### src/rtl/fp2fx_pkg.sv
// rtl/fp2fx_pkg.sv - FP16 field constants and shared types for the FP16 -> fixed-point stream
// Purpose: FP16 field widths, exponent bias, special exponent code, the decoded FP16
//          struct and the rounding-mode enum shared by the interface, lane and top.
// Ports:   none (package).
package fp2fx_pkg;

    localparam int EXP_W = 5;
    localparam int MAN_W = 10;
    localparam int BIAS  = 15;
    localparam logic [EXP_W-1:0] EXP_INF = 5'h1F;

    typedef struct packed {
        logic             sign;
        logic [EXP_W-1:0] exp;
        logic [MAN_W-1:0] mant;
    } fp16_t;

    typedef enum logic {
        RND_TRUNC = 1'b0,
        RND_RNE   = 1'b1
    } rnd_mode_e;

endpackage

### src/rtl/fp16_to_fixed_stream_if.sv
// rtl/fp16_to_fixed_stream_if.sv - valid/ready bus for the FP16 -> fixed-point stream
// Purpose: groups the input beat (in_valid/in_ready/in_data/rnd_mode) and the output
//          beat (out_valid/out_ready/out_data/out_ovf/out_nan/out_inexact).
// Modports: master = upstream producer plus downstream consumer, slave = converter.
interface fp16_to_fixed_stream_if
    import fp2fx_pkg::*;
#(
    parameter int LANES = 4,
    parameter int OUT_W = 16
);
    logic                   in_valid;
    logic                   in_ready;
    logic [16*LANES-1:0]    in_data;
    rnd_mode_e              rnd_mode;
    logic                   out_valid;
    logic                   out_ready;
    logic [OUT_W*LANES-1:0] out_data;
    logic [LANES-1:0]       out_ovf;
    logic [LANES-1:0]       out_nan;
    logic [LANES-1:0]       out_inexact;

    modport master (
        output in_valid, in_data, rnd_mode, out_ready,
        input  in_ready, out_valid, out_data, out_ovf, out_nan, out_inexact
    );

    modport slave (
        input  in_valid, in_data, rnd_mode, out_ready,
        output in_ready, out_valid, out_data, out_ovf, out_nan, out_inexact
    );
endinterface

### src/rtl/fp2fx_lane.sv
// rtl/fp2fx_lane.sv - one lane of the FP16 -> fixed-point pipeline (S1 decode/align, S2 round/saturate)
// Purpose: S1 decodes the FP16 value, aligns the significand to FRAC_W fraction bits and
//          keeps guard/sticky; S2 rounds the magnitude, applies the sign, clamps and flags.
// Ports:   clk, rst (async, active high); en1/en2 load S1/S2; fp, rnd = lane input;
//          data, ovf, nan, inexact = registered S2 result.
module fp2fx_lane
    import fp2fx_pkg::*;
#(
    parameter int OUT_W  = 16,
    parameter int FRAC_W = 8
) (
    input  logic             clk,
    input  logic             rst,
    input  logic             en1,
    input  logic             en2,
    input  fp16_t            fp,
    input  rnd_mode_e        rnd,
    output logic [OUT_W-1:0] data,
    output logic             ovf,
    output logic             nan,
    output logic             inexact
);
    // Largest right shift kept exactly; anything further only contributes sticky.
    localparam int RS_MAX = 24;
    localparam int RW     = MAN_W + 1 + RS_MAX + 1;

    localparam logic [OUT_W+1:0] POS_LIM = {3'b000, {(OUT_W-1){1'b1}}};
    localparam logic [OUT_W+1:0] NEG_LIM = {2'b00, 1'b1, {(OUT_W-1){1'b0}}};
    localparam logic [OUT_W-1:0] POS_SAT = {1'b0, {(OUT_W-1){1'b1}}};
    localparam logic [OUT_W-1:0] NEG_SAT = {1'b1, {(OUT_W-1){1'b0}}};

    // S1 combinational decode/align
    logic [EXP_W-1:0] e_eff;
    logic [MAN_W:0]   m;
    logic             is_special;
    int               sh;
    logic [RW-1:0]    tmp_r;
    logic [63:0]      val;
    logic             c_g, c_s, c_big, c_nan;
    logic [OUT_W:0]   c_mag;

    always_comb begin
        // Denormals use exponent 1 with no implicit bit, so they convert exactly.
        e_eff      = (fp.exp == '0) ? EXP_W'(1) : fp.exp;
        m          = {fp.exp != '0, fp.mant};
        is_special = (fp.exp == EXP_INF);
        sh         = int'(e_eff) - BIAS - MAN_W + FRAC_W;
        tmp_r      = '0;
        val        = '0;
        c_g        = 1'b0;
        c_s        = 1'b0;
        if (sh >= 0) begin
            val = 64'(m) << sh;
        end else if (-sh > RS_MAX) begin
            c_s = |m;
        end else begin
            tmp_r = {m, (RS_MAX+1)'(0)} >> (-sh);
            val   = 64'(tmp_r[RW-1 -: MAN_W+1]);
            c_g   = tmp_r[RS_MAX];
            c_s   = |tmp_r[RS_MAX-1:0];
        end
        // Anything above bit OUT_W cannot fit even before rounding.
        c_big = |(val >> (OUT_W+1));
        c_mag = val[OUT_W:0];
        c_nan = 1'b0;
        if (is_special) begin
            c_g   = 1'b0;
            c_s   = 1'b0;
            c_mag = '0;
            c_nan = (fp.mant != '0);
            c_big = (fp.mant == '0);
        end
    end

    logic           s1_sign, s1_nan, s1_big, s1_g, s1_s;
    logic [OUT_W:0] s1_mag;
    rnd_mode_e      s1_rnd;

    always_ff @(posedge clk or posedge rst) begin
        if (rst) begin
            s1_sign <= 1'b0;
            s1_nan  <= 1'b0;
            s1_big  <= 1'b0;
            s1_g    <= 1'b0;
            s1_s    <= 1'b0;
            s1_mag  <= '0;
            s1_rnd  <= RND_TRUNC;
        end else if (en1) begin
            s1_sign <= fp.sign;
            s1_nan  <= c_nan;
            s1_big  <= c_big;
            s1_g    <= c_g;
            s1_s    <= c_s;
            s1_mag  <= c_mag;
            s1_rnd  <= rnd;
        end
    end

    // S2 combinational round/sign/saturate; rounding acts on the magnitude,
    // so truncation is toward zero for both signs.
    logic             inc;
    logic [OUT_W+1:0] mag_r;
    logic             c_ovf;
    logic [OUT_W-1:0] c_res;

    always_comb begin
        inc   = (s1_rnd == RND_RNE) & s1_g & (s1_s | s1_mag[0]);
        mag_r = {1'b0, s1_mag} + (OUT_W+2)'(inc);
        c_ovf = s1_big | (s1_sign ? (mag_r > NEG_LIM) : (mag_r > POS_LIM));
        if (c_ovf) begin
            c_res = s1_sign ? NEG_SAT : POS_SAT;
        end else if (s1_sign) begin
            c_res = -mag_r[OUT_W-1:0];
        end else begin
            c_res = mag_r[OUT_W-1:0];
        end
    end

    always_ff @(posedge clk or posedge rst) begin
        if (rst) begin
            data    <= '0;
            ovf     <= 1'b0;
            nan     <= 1'b0;
            inexact <= 1'b0;
        end else if (en2) begin
            data    <= c_res;
            ovf     <= c_ovf;
            nan     <= s1_nan;
            inexact <= s1_g | s1_s;
        end
    end

endmodule

### src/rtl/fp16_to_fixed_stream.sv
// rtl/fp16_to_fixed_stream.sv - pipelined multi-lane FP16 -> signed fixed-point converter
// Purpose: two-stage valid/ready pipeline around LANES fp2fx_lane instances.
// Ports:   clk, rst (async, active high); bus = fp16_to_fixed_stream_if.slave;
//          sat_cnt [31:0] (only with FP2FX_SAT_CNT_EN) = saturating count of lanes
//          flagged ovf on output transfers.
// Config:  FP2FX_SAT_CNT_EN adds the sat_cnt port and counter.
module fp16_to_fixed_stream
    import fp2fx_pkg::*;
#(
    parameter int LANES  = 4,
    parameter int OUT_W  = 16,
    parameter int FRAC_W = 8
) (
    input  logic                    clk,
    input  logic                    rst,
    fp16_to_fixed_stream_if.slave   bus
`ifdef FP2FX_SAT_CNT_EN
    ,
    output logic [31:0]             sat_cnt
`endif
);
    logic rdy_en;
    logic s1_v, s2_v;
    logic adv1, adv2;
    logic in_fire, ld2;

    logic [OUT_W*LANES-1:0] data_w;
    logic [LANES-1:0]       ovf_w, nan_w, inex_w;

    assign adv2         = !s2_v | bus.out_ready;
    assign adv1         = !s1_v | adv2;
    // rdy_en holds in_ready low until the first edge after reset release.
    assign bus.in_ready = rdy_en & adv1;
    assign in_fire      = bus.in_valid & bus.in_ready;
    assign ld2          = adv2 & s1_v;

    always_ff @(posedge clk or posedge rst) begin
        if (rst) begin
            rdy_en <= 1'b0;
            s1_v   <= 1'b0;
            s2_v   <= 1'b0;
        end else begin
            rdy_en <= 1'b1;
            if (adv1) s1_v <= in_fire;
            if (adv2) s2_v <= s1_v;
        end
    end

    for (genvar i = 0; i < LANES; i++) begin : g_lane
        fp2fx_lane #(
            .OUT_W  (OUT_W),
            .FRAC_W (FRAC_W)
        ) u_lane (
            .clk     (clk),
            .rst     (rst),
            .en1     (in_fire),
            .en2     (ld2),
            .fp      (fp16_t'(bus.in_data[16*i +: 16])),
            .rnd     (bus.rnd_mode),
            .data    (data_w[OUT_W*i +: OUT_W]),
            .ovf     (ovf_w[i]),
            .nan     (nan_w[i]),
            .inexact (inex_w[i])
        );
    end

    assign bus.out_valid   = s2_v;
    assign bus.out_data    = data_w;
    assign bus.out_ovf     = ovf_w;
    assign bus.out_nan     = nan_w;
    assign bus.out_inexact = inex_w;

`ifdef FP2FX_SAT_CNT_EN
    logic [32:0] cnt_sum;
    assign cnt_sum = {1'b0, sat_cnt} + 33'($countones(ovf_w));

    always_ff @(posedge clk or posedge rst) begin
        if (rst) begin
            sat_cnt <= '0;
        end else if (bus.out_valid && bus.out_ready) begin
            sat_cnt <= cnt_sum[32] ? 32'hFFFF_FFFF : cnt_sum[31:0];
        end
    end
`else
    // Saturation counter not built in this configuration.
`endif

endmodule

### src/flat_wrapper.sv
// flat-port wrapper written by rule: the top's interface ports become plain ports
module fp16_to_fixed_stream_flat import fp2fx_pkg::*;
#(
    parameter int LANES  = 4,
    parameter int OUT_W  = 16,
    parameter int FRAC_W = 8
)
  (clk, rst, bus_in_valid, bus_in_data, bus_rnd_mode, bus_out_ready, bus_in_ready, bus_out_valid, bus_out_data, bus_out_ovf, bus_out_nan, bus_out_inexact);
  fp16_to_fixed_stream_if #(.LANES(LANES), .OUT_W(OUT_W)) bus_i ();
  input  logic clk;
  input  logic rst;
  input wire logic [$bits(bus_i.in_valid)-1:0] bus_in_valid;
  input wire logic [$bits(bus_i.in_data)-1:0] bus_in_data;
  input wire logic [$bits(bus_i.rnd_mode)-1:0] bus_rnd_mode;
  input wire logic [$bits(bus_i.out_ready)-1:0] bus_out_ready;
  output wire logic [$bits(bus_i.in_ready)-1:0] bus_in_ready;
  output wire logic [$bits(bus_i.out_valid)-1:0] bus_out_valid;
  output wire logic [$bits(bus_i.out_data)-1:0] bus_out_data;
  output wire logic [$bits(bus_i.out_ovf)-1:0] bus_out_ovf;
  output wire logic [$bits(bus_i.out_nan)-1:0] bus_out_nan;
  output wire logic [$bits(bus_i.out_inexact)-1:0] bus_out_inexact;
  assign bus_i.in_valid = bus_in_valid;
  assign bus_i.in_data = bus_in_data;
  assign bus_i.rnd_mode = bus_rnd_mode;
  assign bus_i.out_ready = bus_out_ready;
  assign bus_in_ready = bus_i.in_ready;
  assign bus_out_valid = bus_i.out_valid;
  assign bus_out_data = bus_i.out_data;
  assign bus_out_ovf = bus_i.out_ovf;
  assign bus_out_nan = bus_i.out_nan;
  assign bus_out_inexact = bus_i.out_inexact;
  fp16_to_fixed_stream #(.LANES(LANES), .OUT_W(OUT_W), .FRAC_W(FRAC_W)) u_core (.clk(clk), .rst(rst), .bus(bus_i));
endmodule
### config.mk
export PLATFORM = sky130hd
export DESIGN_NAME = fp16_to_fixed_stream_flat
export DESIGN_NICKNAME = d
export VERILOG_FILES = /design/src/rtl/fp2fx_pkg.sv /design/src/rtl/fp16_to_fixed_stream_if.sv /design/src/rtl/fp2fx_lane.sv /design/src/rtl/fp16_to_fixed_stream.sv /design/src/flat_wrapper.sv
export SDC_FILE = /design/constraint.sdc
export NUM_CORES = 1
export LEC_CHECK = 0
export CAP_MARGIN = 20
export CORE_MARGIN = 10
export CORE_UTILIZATION = 57
export DETAILED_ROUTE_END_ITERATION = 8
export HOLD_SLACK_MARGIN = 0.06
export PLACE_DENSITY = 0.78
export RECOVER_POWER = 50
export REMOVE_ABC_BUFFERS = 1
export SLEW_MARGIN = 5
export SYNTH_ARGS = -nofsm -noshare
export SYNTH_HDL_FRONTEND = slang
export SYNTH_SLANG_ARGS = --single-unit
### constraint.sdc
create_clock -name clk -period 6.2 [get_ports clk]
set_input_delay 0.93 -clock clk [delete_from_list [all_inputs] [get_ports clk]]
set_output_delay 0.93 -clock clk [all_outputs]
set_load 0.01 [all_outputs]
Word level (Yosys, flattened, before mapping). Cells that the tools add are included.

Word-level logic and storage cells: 215. Register bits: 168. Output and inout bits: 78. Bits of input ports: 69.

Multiplexer cells: 64. $add $sub $neg: 24. Order comparisons: 16. Bitwise logic cells: 25. Shift operators: 8. Eq/ne operators: 4. Reduce and logical (&&, ||, !) cells: 30.

Operators with widths (count): $mux W64 (4); $shl A11 B32 Y64 (4); $mux W16 (12); $reduce_or A47 Y1 (4); $shr A36 B32 Y36 (4); $gt A32 B6 Y1 const B (4); $neg A8 Y32 (4); $reduce_or A24 Y1 (4); $add A17 B1 Y18 (4); $gt A18 B15 Y1 const B (4); $gt A18 B16 Y1 const B (4); $mux W17 (4); $neg A16 Y16 (4); $mux W11 (4); $reduce_or A11 Y1 (4); $logic_not A10 Y1 (4); $reduce_bool A10 Y1 (4); $mux W1 (36); $add A7 B5 Y8 const B (4); $ge A8 B1 Y1 const B (4); $sub A6 B5 Y7 const B (4); $sub A5 B4 Y6 const B (4); $eq A5 B5 Y1 const B (4); $logic_not A5 Y1 (4); 5 further kinds (35).

Longest topological paths before layout.
Depth after elaboration: 11. Mapped depth: 25.

Modules after synthesis. From an unflattened synthesis, not the netlist that was laid out.

Cells, all modules: 2458. Area, all modules: 18894.4 um^2.

By module, submodules not included: fp2fx_lane (u_core.g_lane[0].u_lane ...) (times used 3, cells an instance 612, seq. area each 1051.0 um^2, area each 4687.0 um^2); fp2fx_lane (u_core.g_lane[1].u_lane) (times used 1, cells an instance 609, seq. area each 1051.0 um^2, area each 4692.0 um^2); fp16_to_fixed_stream (times used 1, cells an instance 13, seq. area each 75.1 um^2, area each 141.4 um^2).

Worst setup path after synthesis. No wires, ideal clock.

Path type: input to register. Start point: input port bus_in_data[59]. End point: register u_core.g_lane[3].u_lane.s1_mag[10]. Required time: 6.126 ns. Slack: -0.360 ns. Setup time: 0.074 ns. Path buffers: 7. Arrival: 6.486 ns. Cell stages on the path: 25. Cells stage by stage: buf_2 -> nor4_1 -> nor2_1 -> inv_2 -> buf_1 -> ha_1 -> clkbuf_1 -> inv_1 -> buf_2 -> ha_1 -> nor2b_1 -> a311oi_1 -> nor3_1 -> clkbuf_1 -> clkbuf_1 -> nand3_1 -> ha_1 -> nand4_1 -> nor3b_1 -> nand4_1 -> or4b_1 -> buf_2 -> nand2b_1 -> o21a_1 -> o21ai_2.

Longest elaborated chain between the ends: 10. Elaborated cells on any way between the ends: 15.

RTL lines: start: declaration (RTL line flat_wrapper.sv:13) `input wire logic [$bits(bus_i.in_data)-1:0] bus_in_data;`; $logic_not A5 Y1 (RTL line fp2fx_lane.sv:44) `e_eff = (fp.exp == '0) ? EXP_W'(1) : fp.exp;`; $mux W5 (RTL line fp2fx_lane.sv:44); $sub A5 B4 Y6 (RTL line fp2fx_lane.sv:47) `sh = int'(e_eff) - BIAS - MAN_W + FRAC_W;`; $sub A6 B5 Y7 (RTL line fp2fx_lane.sv:47); $add A7 B5 Y8 (RTL line fp2fx_lane.sv:47); $neg A8 Y32 (RTL line fp2fx_lane.sv:54, fp2fx_lane.sv:57); $gt A32 B6 Y1 / $shr A36 B32 Y36 (equally long branches) (RTL line fp2fx_lane.sv:54, fp2fx_lane.sv:57); $mux W11 (RTL line fp2fx_lane.sv:54) `end else if (-sh > RS_MAX) begin`; $mux W64 (RTL line fp2fx_lane.sv:52) `if (sh >= 0) begin`; $mux W17 * (RTL line fp2fx_lane.sv:66) `if (is_special) begin`; end signal: assignment (RTL line fp2fx_lane.sv:94) `s1_mag <= c_mag;`; end: declaration (RTL line fp2fx_lane.sv:76) `logic [OUT_W:0] s1_mag;`.

Mark *: on every way between the ends. The rest lies on a longest branch, timed or not. A chain may end at the register's enable or synchronous reset.

Worst setup path in the final report.
Start point: input port bus_in_data[43]. End point: register u_core.g_lane[2].u_lane.s1_s.

Longest elaborated chain between the ends: 11. Elaborated cells on any way between the ends: 16.

RTL lines: $logic_not A5 Y1 (RTL line fp2fx_lane.sv:44); $mux W5 (RTL line fp2fx_lane.sv:44); $sub A5 B4 Y6 (RTL line fp2fx_lane.sv:47); $sub A6 B5 Y7 (RTL line fp2fx_lane.sv:47); $add A7 B5 Y8 (RTL line fp2fx_lane.sv:47); $neg A8 Y32 (RTL line fp2fx_lane.sv:54, fp2fx_lane.sv:57); $shr A36 B32 Y36 (RTL line fp2fx_lane.sv:57) `tmp_r = {m, (RS_MAX+1)'(0)} >> (-sh);`; $reduce_or A24 Y1 (RTL line fp2fx_lane.sv:60) `c_s = |tmp_r[RS_MAX-1:0];`; $mux W1 (RTL line fp2fx_lane.sv:54); $mux W1 (RTL line fp2fx_lane.sv:52); $mux W1 * (RTL line fp2fx_lane.sv:66); end signal: assignment (RTL line fp2fx_lane.sv:93) `s1_s <= c_s;`; end: declaration (RTL line fp2fx_lane.sv:75) `logic s1_sign, s1_nan, s1_big, s1_g, s1_s;`.

Marked as above.

==> flow_metrics.py <==
metrics = {
    "run": {
        "drv_cap": 3,
    },
    "sta": {
        "slew_violations": 142,
        "clock_skew_ns": 0.00963,
        "maxSlewHeadroom": -1.32,
        "tns_ns": 0,
        "fin_crit_sh": 0.931,
        "max_freq_mhz": 173,
        "setup_viol": 0,
        "hold_viol_final": 0,
        "worstMarginPinSlew_ns": 3.46,
        "worst_slack_ns": 0.430,
        "rsz0062_at_grt": "no",
        "period_needed_ns": 5.77,
    },
    "place": {
        "pre_cts_ws_ns": 0.0544,
        "io_buffers": 146,
        "dp_cells": 2923,
        "place.gp.congestion": 0.997,
        "hpwl_mm": 43.1,
    },
    "clock_network": {
        "clk_pin_slew_ns": 0.07,
        "clockRootBuffer": "clkbuf_16",
        "cts.sinks": 168,
        "cts_resized": 0,
        "postCtsSetupBuffers": 0,
        "cts_tree": "done",
        "hold_buffers": 0,
        "cts_buffers": 17,
        "htreeDepth": 4,
        "cts_buffer_depth": 2,
        "clkLatencyLatePin_ns": 0.46,
    },
    "synth": {
        "yosys-top-cells-count": "nand2_1, o21ai_0, nor2_1, a21oi_1, dfrtp_1",
        "synth-compound-area-share": 0.276,
        "synth_seq_cells": 168,
        "yosysWarnings": 0,
        "synth-adder-area-share": 0.0514,
        "synth_edf_count": 0,
        "async_reset_ff_frac": 1.00,
        "synthDistinctLibCells": 102,
        "synth_top_family_by_area": "compound AO/OA/AOI/OAI gates",
        "synthMuxAreaShare": 0.0638,
        "synth.most_common_cell": "nand2_1",
        "ys_seq_area_frac": 0.227,
        "synthSimpleGateAreaFrac": 0.250,
        "avgSynthCellArea_um2": 7.46,
        "synth.area.top_cells": "dfrtp_1, nand2_1, o21ai_0, ha_1, a21oi_1",
        "syn_area_um2": 18500,
        "postSynthCellCount": 2477,
        "synth_top_area_cell": "dfrtp_1",
        "synthFlopType": "dfrtp_1",
        "synth_xor_area_frac": 0.0700,
        "yosys.area.top_type_share": 0.227,
    },
    "run_status": {
        "failed_checks": "capacitance limit, slew limit",
        "status": "finished with violations",
    },
    "die": {
        "die_height_um": 200,
        "io_pins": 147,
        "coreArea_um2": 31800,
        "die-area_um2": 40000,
        "rows": 65,
        "die_w_um": 200,
        "initial_core_util": 0.581,
    },
    "drt": {
        "drtAntennaViolNets": 0,
        "dr.pass1.iters": 6,
        "wl_per_cell_um": 19.5,
        "drcViolationCount": 0,
        "num_vias": 19360,
        "drt-initial-drc-count": 2197,
        "finalWirelength_mm": 57.6,
        "vias_per_cell": 6.54,
    },
    "grt": {
        "overflow": 0,
        "antenna_found_initial": 3,
        "grt_pass1_wl_mm": 94.6,
        "grt_pass1_vias": 18070,
        "track_usage": 0.278,
        "grt_start_max_net_pins": 94,
    },
    "pwr": {
        "p_leak_nw": 8.45,
        "irDropWorstVdd_v": 0.000200,
        "power_density_nw_per_um2": 230,
        "power_mw": 4.79,
    },
    "setup_path": {
        "worstPathArrival_ns": 6.16,
        "r2r_slack_ns": 1.97,
        "worstReg2RegStart": "u_core.g_lane[0].u_lane.s1_rnd$_DFFE_PP0P_",
        "critical_path_class": "in2reg",
        "reg2reg_depth": 12,
        "end_kind": "flop",
        "cp_max_fo": 9,
        "worst_ep_required_time_ns": 6.59,
        "cp-start-kind": "input pin",
        "r2r_end": "u_core.g_lane[3].u_lane.data[2]$_DFFE_PP0P_",
    },
    "worst_hold_path": {
        "min_delay_path_depth": 2,
        "hp-start": "u_core.g_lane[3].u_lane.inexact$_DFFE_PP0P_",
        "holdPathEnd": "u_core.g_lane[3].u_lane.inexact$_DFFE_PP0P_",
        "hold_path_class": "reg2reg",
    },
    "final_layout": {
        "final_cell_count_no_fill": 2960,
        "utilization": 0.654,
        "layout.nets": 2656,
        "syn_to_final_growth_pct": 12.5,
        "drive_above_1_share": 0.0721,
    },
}
-- layout make-up --
class | count | area [µm²]
antenna | 1 | 2.50
sequential | 168 | 4200
fill | 2842 | 11000
timing repair buffer | 219 | 2010
inverter | 70 | 264
clock buffer | 17 | 425
multi-input combinational | 2035 | 13200
clock inverter | 15 | 179
tap | 435 | 544
-- critical path, cell delays in order --
cell,delay (ns)
clkdlybuf4s50_1,0.51
nor4_4,0.32
nor2_1,0.10
inv_2,0.06
ha_1,0.33
xnor2_1,0.19
ha_1,0.30
xor2_1,0.11
xnor2_1,0.44
nand3_1,0.23
mux2_2,0.33
ha_1,0.28
and4b_1,0.20
nand4_1,0.09
or4_1,0.47
or2_1,0.28
nor2_1,0.25
a31oi_1,0.13
or4_1,0.45
o21ai_1,0.14
-- through the flow --
stage	instance area, µm²	hold slack, ns
2_1_floorplan	17600	0.439
3_3_place_gp	20200	0.448
3_5_place_dp	20200	0.453
4_1_cts	20800	0.471
5_1_grt	20800	0.481
6_report	20800	0.461
-- cells in the final DEF (no fill, tap or decap), types with 76 or more instances in the layout --
cell	count
dfrtp_1	168
nand2_1	281
a21oi_1	177
clkdlybuf4s50_1	114
nor2_1	183
xnor2_1	85
nor3_1	90
nand3_1	108
o21ai_0	206
ha_1	76
-- sequential cells by signal (all words and copies together), names as in the netlist, 4 cells and up --
register                      count
u_core.g_lane.u_lane.data        64
u_core.g_lane.u_lane.inexact      4
u_core.g_lane.u_lane.nan          4
u_core.g_lane.u_lane.ovf          4
u_core.g_lane.u_lane.s1_big       4
u_core.g_lane.u_lane.s1_g         4
u_core.g_lane.u_lane.s1_mag      68
u_core.g_lane.u_lane.s1_nan       4
u_core.g_lane.u_lane.s1_s         4
u_core.g_lane.u_lane.s1_sign      4
-- how the worst max path moves through the flow --
stage | slack [ns] | end | cells after the start | startpoint
2_1_floorplan | -1.63 | u_core.g_lane[3].u_lane.s1_mag[10]$_DFFE_PP0P_ | 18 | bus_in_data[62]
3_3_place_gp | 0.30 | u_core.g_lane[2].u_lane.s1_s$_DFFE_PP0P_ | 20 | bus_in_data[43]
3_5_place_dp | 0.05 | u_core.g_lane[2].u_lane.s1_s$_DFFE_PP0P_ | 20 | bus_in_data[43]
4_1_cts | 0.53 | u_core.g_lane[2].u_lane.s1_s$_DFFE_PP0P_ | 20 | bus_in_data[43]
5_1_grt | 0.09 | u_core.g_lane[2].u_lane.s1_s$_DFFE_PP0P_ | 20 | bus_in_data[43]
6_report | 0.43 | u_core.g_lane[2].u_lane.s1_s$_DFFE_PP0P_ | 20 | bus_in_data[43]
-- report_power, final --
part | total [mW] | switching [mW] | internal (mW)
clock | 1.11 | 0.531 | 0.579
combinational | 2.21 | 1.27 | 0.944
sequential | 1.47 | 0.181 | 1.28
total | 4.79 | 1.98 | 2.81
-- kinds of logic (layout without fill, tap and decap cells) --
family	after synthesis	in the layout
AOI/OAI and AO/OA	794	794
buffers and inverters	274	321
adders and majority gates	76	76
other	1	2
muxes	94	94
DFF	168	168
xor gates and xnor gates	138	138
and+or+nand+nor	932	932
-- layer usage --
| layer | up-vias | share of wire | global-route usage |
|---|---|---|---|
| met1 | 9168 | 0.44 | 0.367 |
| met3 | 115 | 0.069 | 0.0453 |
| met5 | - | 0.00042 | 0 |
| li1 | 9250 | - | - |
| met4 | 4 | 0.026 | 0.100 |
| met2 | 823 | 0.47 | 0.448 |
Power figures use the tool's default switching activity.
